<file path="config.mk">
export PLATFORM = sky130hd
export DESIGN_NAME = signed_div_stage
export DESIGN_NICKNAME = d
export VERILOG_FILES = /design/src/rtl/div_pkg.sv /design/src/rtl/udiv_core.sv /design/src/rtl/signed_div_stage.sv
export SDC_FILE = /design/constraint.sdc
export NUM_CORES = 2
export LEC_CHECK = 0
export BUFFER_PORTS_ARGS = -buffer_cell sky130_fd_sc_hd__buf_2
export CAP_MARGIN = 5
export CORE_ASPECT_RATIO = 2
export CORE_MARGIN = 2
export CORE_UTILIZATION = 55
export DETAILED_ROUTE_END_ITERATION = 16
export GPL_ROUTABILITY_DRIVEN = 0
export PLACE_DENSITY_LB_ADDON = 0.25
export SYNTH_ARGS = -nofsm -noshare
export SYNTH_HDL_FRONTEND = slang
export SYNTH_SLANG_ARGS = --single-unit
</file>
<file path="constraint.sdc">
create_clock -name clk -period 381.1 [get_ports clk]
set_input_delay 76.22 -clock clk [delete_from_list [all_inputs] [get_ports clk]]
set_output_delay 76.22 -clock clk [all_outputs]
set_load 0.05 [all_outputs]
</file>
<file path="src/rtl/div_pkg.sv">
// Shared definitions for the divide stage: default width, FSM state encoding
// and the quotient pattern reported on a zero divisor.
package div_pkg;

  localparam int DIV_WIDTH = 32;

  typedef enum logic [1:0] {
    ST_IDLE = 2'd0,
    ST_PREP = 2'd1,
    ST_FIX  = 2'd2,
    ST_DONE = 2'd3
  } div_state_t;

  localparam logic [DIV_WIDTH-1:0] DIV_DBZ_QUOTIENT = {DIV_WIDTH{1'b1}};

endpackage

</file>
<file path="src/rtl/udiv_core.sv">
// Combinational unsigned restoring divider, one quotient bit per unrolled step.
module udiv_core
  import div_pkg::*;
#(
  parameter int WIDTH = DIV_WIDTH
) (
  input  logic [WIDTH-1:0] dividend,
  input  logic [WIDTH-1:0] divisor,
  output logic [WIDTH-1:0] quotient,
  output logic [WIDTH-1:0] remainder
);

  logic [WIDTH:0]   part_s;
  logic [WIDTH-1:0] quo_s;

  // Shift-subtract-restore across all dividend bits; a zero divisor yields all-ones quotient.
  always_comb begin
    part_s = {(WIDTH+1){1'b0}};
    quo_s  = {WIDTH{1'b0}};
    for (int i = WIDTH-1; i >= 0; i--) begin
      part_s = {part_s[WIDTH-1:0], dividend[i]};
      if (part_s >= {1'b0, divisor}) begin
        part_s   = part_s - {1'b0, divisor};
        quo_s[i] = 1'b1;
      end else begin
        quo_s[i] = 1'b0;
      end
    end
    quotient  = quo_s;
    remainder = part_s[WIDTH-1:0];
  end

endmodule

</file>
<file path="src/rtl/signed_div_stage.sv">
// Handshaked divide stage (IDLE -> PREP -> FIX -> DONE) around udiv_core.
// Define SIGNED_DIV_EN to honour in_signed; otherwise every operation is unsigned.
module signed_div_stage
  import div_pkg::*;
#(
  parameter int WIDTH = DIV_WIDTH
) (
  input  logic             clk,
  input  logic             rst,
  input  logic             in_valid,
  output logic             in_ready,
  input  logic             in_signed,
  input  logic [WIDTH-1:0] Dividend,
  input  logic [WIDTH-1:0] Divisor,
  output logic             out_valid,
  input  logic             out_ready,
  output logic [WIDTH-1:0] Quotient,
  output logic [WIDTH-1:0] Remainder,
  output logic             div_by_zero,
  output logic             overflow
);

  localparam logic [WIDTH-1:0] ZERO_C = {WIDTH{1'b0}};
  localparam logic [WIDTH-1:0] ONE_C  = {{(WIDTH-1){1'b0}}, 1'b1};
  localparam logic [WIDTH-1:0] DBZ_C  = {WIDTH{DIV_DBZ_QUOTIENT[0]}};

  div_state_t       state_r;
  logic [WIDTH-1:0] dividend_r, divisor_r;
  logic [WIDTH-1:0] mag_a_r, mag_b_r;
  logic             q_neg_r, r_neg_r, dbz_r, ovf_r;
  logic [WIDTH-1:0] quotient_r, remainder_r;
  logic             in_ready_r, out_valid_r, dbz_out_r, ovf_out_r;

  logic [WIDTH-1:0] mag_a_s, mag_b_s, q_mag_s, r_mag_s, q_fix_s, r_fix_s;
  logic             a_neg_s, b_neg_s, dbz_s, ovf_s;

`ifdef SIGNED_DIV_EN
  localparam logic [WIDTH-1:0] MIN_C = {1'b1, {(WIDTH-1){1'b0}}};
  logic signed_r;

  // Capture the operation mode alongside the operands.
  always_ff @(posedge clk) begin
    if (rst) begin
      signed_r <= 1'b0;
    end else if ((state_r == ST_IDLE) && in_valid) begin
      signed_r <= in_signed;
    end else begin
      signed_r <= signed_r;
    end
  end
`else
  logic unused_in_signed_s;
  assign unused_in_signed_s = in_signed;
`endif

  // Operand signs, magnitudes and corner-case flags; min-int negates to 2^(WIDTH-1) unsigned.
  always_comb begin
    dbz_s = (divisor_r == ZERO_C);
`ifdef SIGNED_DIV_EN
    a_neg_s = signed_r & dividend_r[WIDTH-1];
    b_neg_s = signed_r & divisor_r[WIDTH-1];
    ovf_s   = signed_r & (dividend_r == MIN_C) & (divisor_r == {WIDTH{1'b1}});
`else
    a_neg_s = 1'b0;
    b_neg_s = 1'b0;
    ovf_s   = 1'b0;
`endif
    if (a_neg_s) begin
      mag_a_s = ~dividend_r + ONE_C;
    end else begin
      mag_a_s = dividend_r;
    end
    if (b_neg_s) begin
      mag_b_s = ~divisor_r + ONE_C;
    end else begin
      mag_b_s = divisor_r;
    end
  end

  udiv_core #(.WIDTH(WIDTH)) u_udiv_core (
    .dividend  (mag_a_r),
    .divisor   (mag_b_r),
    .quotient  (q_mag_s),
    .remainder (r_mag_s)
  );

  // Re-apply signs to the unsigned result, with zero-divisor and overflow overrides.
  always_comb begin
    if (dbz_r) begin
      q_fix_s = DBZ_C;
      r_fix_s = dividend_r;
    end else if (ovf_r) begin
      q_fix_s = dividend_r;
      r_fix_s = ZERO_C;
    end else begin
      if (q_neg_r) begin
        q_fix_s = ~q_mag_s + ONE_C;
      end else begin
        q_fix_s = q_mag_s;
      end
      if (r_neg_r) begin
        r_fix_s = ~r_mag_s + ONE_C;
      end else begin
        r_fix_s = r_mag_s;
      end
    end
  end

  // Stage FSM and all pipeline/output registers.
  always_ff @(posedge clk) begin
    if (rst) begin
      state_r     <= ST_IDLE;
      in_ready_r  <= 1'b1;
      out_valid_r <= 1'b0;
      dividend_r  <= ZERO_C;
      divisor_r   <= ZERO_C;
      mag_a_r     <= ZERO_C;
      mag_b_r     <= ZERO_C;
      q_neg_r     <= 1'b0;
      r_neg_r     <= 1'b0;
      dbz_r       <= 1'b0;
      ovf_r       <= 1'b0;
      quotient_r  <= ZERO_C;
      remainder_r <= ZERO_C;
      dbz_out_r   <= 1'b0;
      ovf_out_r   <= 1'b0;
    end else begin
      case (state_r)
        ST_IDLE: begin
          if (in_valid) begin
            dividend_r <= Dividend;
            divisor_r  <= Divisor;
            in_ready_r <= 1'b0;
            state_r    <= ST_PREP;
          end else begin
            state_r    <= ST_IDLE;
          end
        end
        ST_PREP: begin
          mag_a_r <= mag_a_s;
          mag_b_r <= mag_b_s;
          q_neg_r <= a_neg_s ^ b_neg_s;
          r_neg_r <= a_neg_s;
          dbz_r   <= dbz_s;
          ovf_r   <= ovf_s;
          state_r <= ST_FIX;
        end
        ST_FIX: begin
          quotient_r  <= q_fix_s;
          remainder_r <= r_fix_s;
          dbz_out_r   <= dbz_r;
          ovf_out_r   <= ovf_r;
          out_valid_r <= 1'b1;
          state_r     <= ST_DONE;
        end
        ST_DONE: begin
          if (out_ready) begin
            out_valid_r <= 1'b0;
            in_ready_r  <= 1'b1;
            state_r     <= ST_IDLE;
          end else begin
            state_r     <= ST_DONE;
          end
        end
        default: begin
          out_valid_r <= 1'b0;
          in_ready_r  <= 1'b1;
          state_r     <= ST_IDLE;
        end
      endcase
    end
  end

  assign in_ready    = in_ready_r;
  assign out_valid   = out_valid_r;
  assign Quotient    = quotient_r;
  assign Remainder   = remainder_r;
  assign div_by_zero = dbz_out_r;
  assign overflow    = ovf_out_r;

endmodule

</file>
==> flow_summary.yaml <==
floorplanning:
  die-height_um: 496
  row_count: 180
  die_area_mm2: 0.124
  core-area_mm2: 0.120
  initial_utilization: 0.554
  io_pins: 137
  die_w_um: 250
worst_hold_path:
  worstHoldPathType: "reg2reg"
worst_setup_path:
  crit_fanout: 59
  end_kind: "flip-flop"
  path_class: "reg2reg"
  required_ns: 381.57
  worstPathArrival_ns: 182.64
  cp_slowest_cell: "o211ai_1"
  start_kind: "flip-flop"
  worst_path_most_repeated_cell: "o21ai_0"
  critPathMaxStageDelay_ns: 1.05
clock_tree:
  post_cts_buffers: 0
  cts_tree: "done"
  cts_resized: 0
  root_buffer: "clkbuf_16"
  clock_latency_ns: 0.55
  clock_path_buffers: 2
  holdBufCountCts: 0
  numCtsBuffers: 17
  cts.sinks: 198
  clkSlewWorstSetupHoldPaths_ns: 0.09
  htree_levels: 4
timing:
  clock_skew_ns: 0.0324
  slew_violations: 0
  fin_hold_ws_ns: 0.459
  tns_ns: 0
  max_clock_freq_mhz: 5.49
  finalHoldViolCount: 0
  setup_viol_count_final: 0
  fin_crit_ns: 182.17
  worst_pin_slew_ns: 1.30
  fin_crit_sh: 0.478
  relSlewSlack: 0.125
  rsz0062_at_grt: "no"
detailed_routing:
  routed_via_density: 6.85
  remaining_drc_errors: 0
  routed_wirelength_mm: 281
  routedWlPerCell_um: 25.6
  vias: 75253
  dr.pass1.iters: 12
  final_antenna_net_count: 0
  detail_route.iter0.violations: 7343
place:
  io_buffers: 134
  place_hpwl_mm: 210
finish:
  finalNetCount: 10503
  layout-area-overhead-vs-synth_pct: 4.58
  drive_gt1_frac: 0.108
  fillCellCount: 11549
synth:
  synth_cells: 9408
  post-synth-top-area-fraction: 0.187
  synth_warnings: 0
  synthTopCellsByArea: "ha_1, mux2_2, nand2_1"
  synth-seq-area-share: 0.0596
  netlist_top_cells_count: "nand2_1, ha_1, nor2_1, a21oi_1, o21ai_0"
  syn_nets: 10502
  post-synth-top-count-cell: "nand2_1"
  yosys.area.top_type: "ha_1"
  yosys_register_bits: 198
  ys_async_sr_fraction: 0
  synth-edff-count: 0
  synthFlopType: "dfxtp_1"
  syn-cell-area_mm2: 0.0665
  syn_avg_cell_area_um2: 7.07
  synth_cell_types: 113
global_routing:
  antenna_found_initial: 14
  grt_pass1_vias: 73263
  grt_max_degree: 99
  grt_overflow: 0
  grt_usage: 0.437
  grt_pass1_wl_mm: 416
outcome:
  status: "finished clean"
flow_run:
  drv_cap: 0
[cell type report]
cell class	count	area, um2	area share
Inverter	627	2350	0.0338
Timing Repair Buffer	241	1480	0.0213
Multi-Input combinational cell	8324	59200	0.851
Tap cell	1547	1940	0.0278
Sequential cell	198	3970	0.0571
Clock inverter	14	156	0.00225
Antenna cell	10	25.0	0.000360
Clock buffer	18	429	0.00617
[cell usage in the layout (no fill, tap or decap), types with 140 or more instances in the layout]
| cell | synthesis | final |
|---|---|---|
| mux2i_1 | 144 | 141 |
| xor2_1 | 209 | 209 |
| a21o_1 | 251 | 251 |
| mux2_2 | 588 | 588 |
| inv_1 | 625 | 594 |
| nor2_1 | 951 | 944 |
| nand2_1 | 1107 | 1107 |
| nor3_1 | 142 | 142 |
| a21boi_0 | 287 | 287 |
| dfxtp_1 | 198 | 195 |
| o21ai_0 | 683 | 683 |
| nand4_1 | 195 | 195 |
| nor2b_1 | 142 | 140 |
| ha_1 | 994 | 994 |
| a21oi_1 | 703 | 701 |
| xnor2_1 | 348 | 348 |
[sequential cells by signal, indices dropped and copies added (netlist names)]
register,count
Quotient,32
Remainder,32
dividend_r,32
divisor_r,32
mag_a_r,32
mag_b_r,32
state_r,2
dbz_r,1
div_by_zero,1
in_ready,1
out_valid,1
[per-layer routing]
metal	GRT usage	share of wire	routed length [um]
met1	0.421	0.32	89900
met2	0.719	0.45	125000
met3	0.114	0.096	26800
met4	0.499	0.14	38500
met5	0.000386	0.00033	93
[through the flow]
step,worst slack [ns],instances,area [um2],util
6_report,198.93,10979,69600,0.579
3_3_place_gp,210.78,10937,69000,0.574
5_1_grt,185.74,10970,69500,0.579
3_5_place_dp,208.00,10937,69000,0.574
2_1_floorplan,232.51,9408,66500,-
4_1_cts,206.90,10969,69500,0.579
[final timing paths]
kind | from | endpoint | slack (ns) | cells after the start
worst max-delay path | mag_a_r[31] | Remainder[31] | 198.93 | 943
worst min-delay path | divisor_r[13] | mag_b_r[13] | 0.46 | 2
worst max register to register | mag_a_r[31] | Remainder[31] | 198.93 | 731
worst min register to register | divisor_r[13] | mag_b_r[13] | 0.46 | 2
[worst max-delay path: cells and delay by family, from the launching register on]
family                   cells  cell delay, ns
AND/OR/NAND/NOR            108           23.75
buffers and inverters       41            9.18
AO/OA/AOI/OAI              732          169.23
adder cells (fa/ha/maj)     38           12.79
flip-flops                   1            0.51
multiplexers                24           11.81
[cells by family (layout without fill, tap and decap cells)]
| family | after synthesis | in the layout | share of synthesized area |
|---|---|---|---|
| simple gates | 3175 | 3175 | 0.218 |
| compound gates | 2820 | 2820 | 0.277 |
| fa+ha+maj | 1025 | 1025 | 0.196 |
| buf+inv | 886 | 900 | 0.0524 |
| mux | 746 | 746 | 0.124 |
| xor+xnor | 557 | 557 | 0.0733 |
| flops | 198 | 198 | 0.0596 |
| other cells | 1 | 11 | 0.0000564 |
Power is left out: the tool's default activity adds up to more than one toggle a clock period on the data nets, which glitch-free logic cannot reach.
